## config.mk

```make
export PLATFORM = sky130hd
export DESIGN_NAME = adc_capture_seq
export DESIGN_NICKNAME = d
export VERILOG_FILES = /design/src/rtl/adc_capture_seq.sv
export SDC_FILE = /design/constraint.sdc
export NUM_CORES = 1
export LEC_CHECK = 0
export BUFFER_PORTS_ARGS = -buffer_cell sky130_fd_sc_hd__clkbuf_2
export CORE_MARGIN = 8
export CORE_UTILIZATION = 53
export DETAILED_ROUTE_END_ITERATION = 7
export PLACE_DENSITY = 0.77
export SYNTH_ARGS = -nofsm -noshare
export SYNTH_HDL_FRONTEND = slang
export SYNTH_SLANG_ARGS = --single-unit
```

## constraint.sdc

```tcl
create_clock -name clk -period 3.41 [get_ports clk]
set_clock_uncertainty 0.2 [all_clocks]
set_input_delay 0.1705 -clock clk [delete_from_list [all_inputs] [get_ports clk]]
set_output_delay 0.1705 -clock clk [all_outputs]
set_load 0.01 [all_outputs]
```

## src/rtl/adc_capture_seq.sv

```systemverilog
// rtl/adc_capture_seq.sv - ADC capture burst sequencer with decade sample-clock divider
// One burst per start: divider restart, settle events discarded, N samples handed downstream.
module adc_capture_seq #(
    parameter int DATA_W = 12,
    parameter int CNT_W  = 16,
    parameter int SETTLE = 4
) (
    input  logic              clk,
    input  logic              rst,
    input  logic              start,
    input  logic              abort,
    input  logic [2:0]        cfg_div,
    input  logic [CNT_W-1:0]  num_samples,
    input  logic [DATA_W-1:0] adc_data,
    output logic              adc_clk,
    output logic [DATA_W-1:0] sample_data,
    output logic              sample_valid,
    input  logic              sample_ready,
    output logic              busy,
    output logic              done,
    output logic              overrun
);

    typedef enum logic [2:0] {
        S_IDLE,
        S_ARM,
        S_SETTLE,
        S_CAPTURE,
        S_DONE
    } state_t;

    state_t              state_q;
    logic [2:0]          k_q;
    logic [CNT_W-1:0]    remaining_q;
    logic [15:0]         settle_q;
    logic [23:0]         div_q;
    logic [23:0]         div_d;
    logic                adc_clk_q;
    logic [DATA_W-1:0]   data_q;
    logic                valid_q;
    logic                done_q;
    logic                overrun_q;

    logic                running;
    logic                toggle;
    logic                cap_evt;
    logic [23:0]         half_m1;

    function automatic logic [23:0] decade_m1(input logic [2:0] k);
        case (k)
            3'd0:    decade_m1 = 24'd0;
            3'd1:    decade_m1 = 24'd9;
            3'd2:    decade_m1 = 24'd99;
            3'd3:    decade_m1 = 24'd999;
            3'd4:    decade_m1 = 24'd9999;
            3'd5:    decade_m1 = 24'd99999;
            3'd6:    decade_m1 = 24'd999999;
            default: decade_m1 = 24'd9999999;
        endcase
    endfunction

    assign half_m1 = decade_m1(k_q);
    assign running = (state_q == S_SETTLE) || (state_q == S_CAPTURE);
    assign toggle  = running && (div_q == half_m1);
    // Samples are taken on the falling edge of the ADC clock.
    assign cap_evt = toggle && adc_clk_q;
    assign div_d   = toggle ? 24'd0 : div_q + 24'd1;

    always_ff @(posedge clk) begin
        if (rst) begin
            state_q     <= S_IDLE;
            k_q         <= 3'd0;
            remaining_q <= '0;
            settle_q    <= 16'd0;
            div_q       <= 24'd0;
            adc_clk_q   <= 1'b0;
            data_q      <= '0;
            valid_q     <= 1'b0;
            done_q      <= 1'b0;
            overrun_q   <= 1'b0;
        end else begin
            done_q <= 1'b0;
            if (valid_q && sample_ready) begin
                valid_q <= 1'b0;
            end
            case (state_q)
                S_IDLE: begin
                    adc_clk_q <= 1'b0;
                    div_q     <= 24'd0;
                    if (start && !abort) begin
                        state_q     <= S_ARM;
                        k_q         <= cfg_div;
                        remaining_q <= num_samples;
                        settle_q    <= 16'(SETTLE);
                        overrun_q   <= 1'b0;
                    end
                end
                S_ARM: begin
                    div_q     <= 24'd0;
                    adc_clk_q <= 1'b0;
                    if (abort) begin
                        state_q <= S_IDLE;
                    end else if (remaining_q == '0) begin
                        state_q <= S_DONE;
                        done_q  <= 1'b1;
                    end else if (settle_q == 16'd0) begin
                        state_q <= S_CAPTURE;
                    end else begin
                        state_q <= S_SETTLE;
                    end
                end
                S_SETTLE, S_CAPTURE: begin
                    if (abort) begin
                        state_q   <= S_IDLE;
                        adc_clk_q <= 1'b0;
                        div_q     <= 24'd0;
                    end else begin
                        div_q <= div_d;
                        if (toggle) begin
                            adc_clk_q <= ~adc_clk_q;
                        end
                        if (cap_evt && state_q == S_SETTLE) begin
                            settle_q <= settle_q - 16'd1;
                            if (settle_q == 16'd1) begin
                                state_q <= S_CAPTURE;
                            end
                        end
                        if (cap_evt && state_q == S_CAPTURE) begin
                            // A held, unaccepted sample wins; the new one is dropped but still counts.
                            if (!valid_q || sample_ready) begin
                                data_q  <= adc_data;
                                valid_q <= 1'b1;
                            end else begin
                                overrun_q <= 1'b1;
                            end
                            remaining_q <= remaining_q - CNT_W'(1);
                            if (remaining_q == CNT_W'(1)) begin
                                state_q   <= S_DONE;
                                done_q    <= 1'b1;
                                adc_clk_q <= 1'b0;
                            end
                        end
                    end
                end
                S_DONE: begin
                    adc_clk_q <= 1'b0;
                    div_q     <= 24'd0;
                    state_q   <= S_IDLE;
                end
                default: begin
                    state_q <= S_IDLE;
                end
            endcase
        end
    end

    assign adc_clk      = adc_clk_q;
    assign sample_data  = data_q;
    assign sample_valid = valid_q;
    assign busy         = (state_q != S_IDLE);
    assign done         = done_q;
    assign overrun      = overrun_q;

endmodule

```

Yosys cells after proc, flatten, opt, wreduce, memory -nomap -nowiden
Cells that the tools add are included.
- register bits: 78
- logic and storage cells: 100
- $add $sub $neg: 3
- equality and inequality tests: 18
- muxes and demuxes: 43
- bitwise gates (word level): 2
- reduce and logical (&&, ||, !) cells: 24
- operators with widths (kind ; count):
    $pmux 24 s7 ; 1
    $mux 16 ; 6
    $pmux 16 s2 ; 2
    $mux 24 ; 2
    $pmux 24 s2 ; 1
    $eq 16x1->1 const B ; 2
    $logic_not 16->1 ; 2
    $sub 16x1->16 const B ; 2
    $add 24x1->24 const B ; 1
    $eq 24x24->1 ; 1
    $mux 3 ; 8
    $mux 1 ; 19
    $eq 3x2->1 const B ; 4
    $eq 3x3->1 const B ; 4
    $reduce_and 4->1 ; 3
    $ne 2x2->1 const B ; 5
    $pmux 3 s3 ; 1
    $eq 3x1->1 const B ; 2
    $logic_and 1x1->1 ; 6
    $logic_not 3->1 ; 2
    $pmux 1 s2 ; 3
    $reduce_and 5->1 ; 1
    $reduce_bool 2->1 ; 2
    $reduce_bool 3->1 ; 1
    other kinds (6) ; 9

Longest topological paths before layout
- depth in word-level cells: 11
- gate-level depth with buffers: 16
- mapped depth without buffers: 13

Worst setup path after synthesis
No wires, ideal clock.
- path type: reg-to-reg
- start point: reg k_q[0]
- end point: reg settle_q[11]
- arrival time: 3.293 ns
- path slack: -0.211 ns
- cell stages (with the launch flop): 16
- path buffers: 2
- path through: dfxtp_1 > buf_6 > and4bb_1 > a31oi_1 > o31a_1 > or4b_4 > nor3_1 > ha_1 > mux2i_1 > or4_1 > clkbuf_1 > nor3_1 > nand2_1 > nor4_1 > xnor2_1 > nor2_1
- longest elaborated chain between the ends: 8
- ends and longest elaborated chain (what ; line ; text):
    start, declared ; 33 ; logic [2:0] k_q;
    start signal, assigned ; 92 ; k_q <= cfg_div;
    $eq 3x3->1 (tied with other cells) ; 50 ; case (k)
    $pmux 24 s7 * ; 50 ;
    $eq 24x24->1 * ; 64 ; assign toggle = running && (div_q == half_m1);
    $logic_and 1x1->1 * ; 64 ;
    $logic_and 1x1->1 * ; 66 ; assign cap_evt = toggle && adc_clk_q;
    $logic_and 1x1->1 * ; 122 ; if (cap_evt && state_q == S_SETTLE) begin
    $ne 2x2->1 (no line) * ; -- ;
    $reduce_and 4->1 (no line) * ; -- ;
    end signal, assigned ; 94 ; settle_q <= 16'(SETTLE);
    end signal, assigned ; 123 ; settle_q <= settle_q - 16'd1;
    end, declared ; 35 ; logic [15:0] settle_q;
Mark *: on every way between the ends. The rest lies on a longest branch, timed or not.
A chain may end at the register's enable or synchronous reset.

Final worst setup path
- start point: reg k_q[0]
- end point: reg settle_q[9]
Same word-level chain as after synthesis.

==> flow_summary.yaml <==
floorplan:
  ios: 53
  die_width_um: 106
  core_region_area_um2: 8050
  die_height_um: 106
  initial_core_util_pct: 53.6
  floorplan.die_area_um2: 11300
  placementRows: 33
grt:
  wire_length_of_the_first_global_routing_pass_mm: 21.4
  antenna_violations_before_repair: 0
  via_count_of_the_first_global_routing_pass: 4503
  overflow: 0
  grt_start_max_net_pins: 49
  grt_util_all_layers_pct: 22.8
routing:
  finalWirelength_mm: 12.8
  drt-vias-per-instance: 6.02
  antenna_left: 0
  drt_first_pass_iters: 7
  post_drt_wl_per_cell_um: 16.6
  detailroute.via_count: 4642
  drc: 0
  first_iter_violations: 333
power:
  power.density_cell_area_nw_per_um2: 362
  p_clk_share_pct: 33.9
  pwr-share-seq_pct: 48.8
  total_power_mw: 2.01
  power.share.combinational_pct: 17.3
  vdd_ir_drop_max_mv: 0.241
  power.share.switching_pct: 31.1
  power.static_leakage_nw: 2.17
  cellInternalPower_mw: 1.38
  switching_power_uw: 624
layout:
  final_core_utilization_pct: 68.9
  layout-drive-gt1-share_pct: 23.1
  most_common_cell_after_layout_fill_and_taps_aside: "sky130_fd_sc_hd__dfxtp_1"
  area_growth_from_synthesis_to_final_layout_pct: 28.5
  antenna_cells_inserted: 0
  most-common-layout-cells: "sky130_fd_sc_hd__dfxtp_1, sky130_fd_sc_hd__nor2_1, sky130_fd_sc_hd__nand2_1"
  layout.cells.non_filler: 771
  design.final.nets: 703
sta:
  fin_crit_ns: 3.52
  fin_crit_sh_pct: 103
  post-route-worst-setup-slack_ns: -0.114
  achievable-frequency_ghz: 0.284
  worst_slew_margin_rel_pct: 45.9
  finalSetupViolations: 13
  max_slew.worst_pin.slew_ns: 0.808
  final.setup.tns_ns: -0.598
  final-max-slew-violation-count: 0
  report.final.hold_viol_count: 0
  rsz0062_at_grt: "yes"
setup_path:
  worstSetupStartpointType: "flip-flop"
  regToRegStartpoint: "k_q[0]$_SDFFE_PP0P_"
  critical_path_arrival_ns: 3.61
  critical_path.endpoint_type: "flip-flop"
  required_ns: 3.50
  timing.setup.critical_path_class: "reg2reg"
  critical_path_peak_fanout: 12
  timing.critical_path.from: "k_q[0]$_SDFFE_PP0P_"
synth:
  postSynthCellCount: 554
  async_set_reset_flop_share_out_of_synthesis_pct: 0
  synth_edf_count: 0
  area_fraction_in_and_or_nand_and_nor_cells_after_synthesis_pct: 29.3
  mappedNetlistNets: 596
  yosysWarnings: 0
  synth.avg_cell_area_um2: 7.80
  synth-adder-area-share_pct: 1.74
  synth_area_leader_cell: "sky130_fd_sc_hd__dfxtp_1"
  synthMuxAreaShare_pct: 4.90
  synthFlopType: "sky130_fd_sc_hd__dfxtp_1"
  syn_area_um2: 4320
  synth-xor-area-share_pct: 2.64
  ys_seq_elements: 78
  netlist.area_leader.share_pct: 36.2
  combinational_family_with_the_most_area_after_synthesis: "simple AND/OR/NAND/NOR gates"
  synthTopCellsByArea: "sky130_fd_sc_hd__dfxtp_1, sky130_fd_sc_hd__nor2_1, sky130_fd_sc_hd__nand2_1"
  yosys.cell_types.count: 64
  compound_gate_fraction_of_synth_area_pct: 19.2
  synth_seq_area_share_pct: 36.2
clock_tree:
  clock_path_buffers: 2
  clk_root_buffer_cell: "sky130_fd_sc_hd__clkbuf_8"
  clk-insertion-delay-late_ns: 0.36
  cts.reportedPaths.clkPinSlew_ns: 0.10
  cts_tree: "yes"
  cts-buffers-inserted: 9
  numClockSinks: 78
  cts_htree_levels: 3
run:
  max_cap_violations: 0
run_status:
  status: "finished with violations"
  failed_checks: "negative setup slack"
placement:
  place.detailed.hpwl_mm: 8.27
  routabilityCongestion: 0.935
  pre_cts_slack_ns: -0.263
  io_buffer_count: 52
  dp_cells: 717
worst_hold_path:
  hold_path_startpoint: "num_samples[6]"
  min-delay-path-class: "in2reg"
==> per-layer routing <==
| metal | up-vias | track usage, % | wire [um] |
|---|---|---|---|
| met5 | - | 0 | 0 |
| met2 | 176 | 40.8 | 6530 |
| met3 | 29 | 5.81 | 824 |
| li1 | 2233 | - | - |
| met4 | 0 | 9.05 | 291 |
| met1 | 2204 | 25.2 | 5160 |
==> power groups by stage <==
stage	clock network, mW	logic [mW]	registers, mW
2_1_floorplan	0	0.206	0.984
3_3_place_gp	0	0.276	0.995
3_5_place_dp	0	0.287	0.997
4_1_cts	0.683	0.323	0.977
5_1_grt	0.733	0.380	0.984
6_report	0.682	0.347	0.980
==> cells by family after synthesis <==
logic type | count (synthesis)
adders and majority gates | 6
xor gates and xnor gates | 13
buffers and inverters | 56
and+or+nand+nor | 254
muxes | 21
AOI/OAI and AO/OA | 126
DFF | 78
==> cell usage after synthesis, types with 2 or more instances <==
| library cell | instances |
|---|---|
| sky130_fd_sc_hd__mux2i_1 | 20 |
| sky130_fd_sc_hd__a211oi_1 | 6 |
| sky130_fd_sc_hd__nor2b_1 | 6 |
| sky130_fd_sc_hd__o311ai_1 | 9 |
| sky130_fd_sc_hd__and3_1 | 5 |
| sky130_fd_sc_hd__a21oi_1 | 30 |
| sky130_fd_sc_hd__nor4_1 | 11 |
| sky130_fd_sc_hd__xor2_1 | 6 |
| sky130_fd_sc_hd__or3_1 | 8 |
| sky130_fd_sc_hd__clkbuf_1 | 27 |
| sky130_fd_sc_hd__and2_1 | 3 |
| sky130_fd_sc_hd__nor3_1 | 26 |
| sky130_fd_sc_hd__dfxtp_1 | 78 |
| sky130_fd_sc_hd__xnor2_1 | 7 |
| sky130_fd_sc_hd__a22oi_1 | 5 |
| sky130_fd_sc_hd__nand4_1 | 13 |
| sky130_fd_sc_hd__and3b_1 | 3 |
| sky130_fd_sc_hd__inv_1 | 15 |
| sky130_fd_sc_hd__and4b_1 | 2 |
| sky130_fd_sc_hd__a32oi_1 | 2 |
| sky130_fd_sc_hd__nor2_1 | 73 |
| sky130_fd_sc_hd__o21ai_0 | 30 |
| sky130_fd_sc_hd__buf_6 | 5 |
| sky130_fd_sc_hd__o31ai_1 | 5 |
| sky130_fd_sc_hd__or4_1 | 5 |
| sky130_fd_sc_hd__a21boi_0 | 4 |
| sky130_fd_sc_hd__and4_1 | 3 |
| sky130_fd_sc_hd__a31oi_1 | 12 |
| sky130_fd_sc_hd__a221oi_1 | 2 |
| sky130_fd_sc_hd__buf_2 | 6 |
| sky130_fd_sc_hd__nand2_1 | 56 |
| sky130_fd_sc_hd__or2_2 | 2 |
| sky130_fd_sc_hd__nor3b_1 | 2 |
| sky130_fd_sc_hd__ha_1 | 6 |
| sky130_fd_sc_hd__a21o_1 | 3 |
| sky130_fd_sc_hd__nand3_1 | 22 |
| sky130_fd_sc_hd__nand4b_1 | 2 |
| sky130_fd_sc_hd__nand2b_1 | 6 |
| sky130_fd_sc_hd__o32ai_1 | 3 |
==> sequential cells by signal (all words and copies together) (netlist names) <==
register      flops
sample_valid      1
done              1
adc_clk           1
sample_data      12
overrun           1
k_q               3
state_q           3
settle_q         16
remaining_q      16
div_q            24
==> stage by stage <==
stage / cell area, um^2 / hold WS (ns)
floorplan: 4350 / 0.114
global placement: 4890 / 0.201
detailed placement: 4890 / 0.218
CTS: 5450 / 0.000926
global route: 5550 / 0.0523
finish: 5550 / 0.0220
==> worst paths after layout <==
check                                 endpoint  depth (start not counted)  slack, ns
hold reg to reg   remaining_q[14]$_SDFFE_PP0P_                          2       0.30
hold / removal     remaining_q[6]$_SDFFE_PP0P_                          5       0.02
setup reg to reg      settle_q[9]$_SDFFE_PP0P_                         12      -0.11
setup / recovery      settle_q[9]$_SDFFE_PP0P_                         12      -0.11
==> final cells by class <==
type,count,area [um^2]
multi-input combinational,420,2620
clock inverter,7,62.6
sequential,78,1570
fill,594,2500
tap,105,131
inverter,15,56.3
timing repair buffer,137,987
clock buffer,9,124
==> critical path, cell delays in order, from the launching register on <==
cell and delay [ns]:
sky130_fd_sc_hd__dfxtp_4 0.40, sky130_fd_sc_hd__and4bb_1 0.27, sky130_fd_sc_hd__a31oi_1 0.05, sky130_fd_sc_hd__o31a_1 0.25, sky130_fd_sc_hd__or4b_4 0.56, sky130_fd_sc_hd__nor3_4 0.16, sky130_fd_sc_hd__ha_2 0.23, sky130_fd_sc_hd__mux2i_2 0.09
sky130_fd_sc_hd__or4_4 0.45, sky130_fd_sc_hd__nor3_4 0.16, sky130_fd_sc_hd__nand2_2 0.12, sky130_fd_sc_hd__or3_1 0.35, sky130_fd_sc_hd__a21oi_1 0.17
==> what timing repair did <==
item	4_1_cts	5_1_grt
gates cloned	1	0
buffers inserted	0	6
hold buffers	31	0
hold endpoints to repair	32	0
setup endpoints to repair	22	33
resized for setup	16	12
pin swaps	4	2
(Power assumes the default switching activity.)
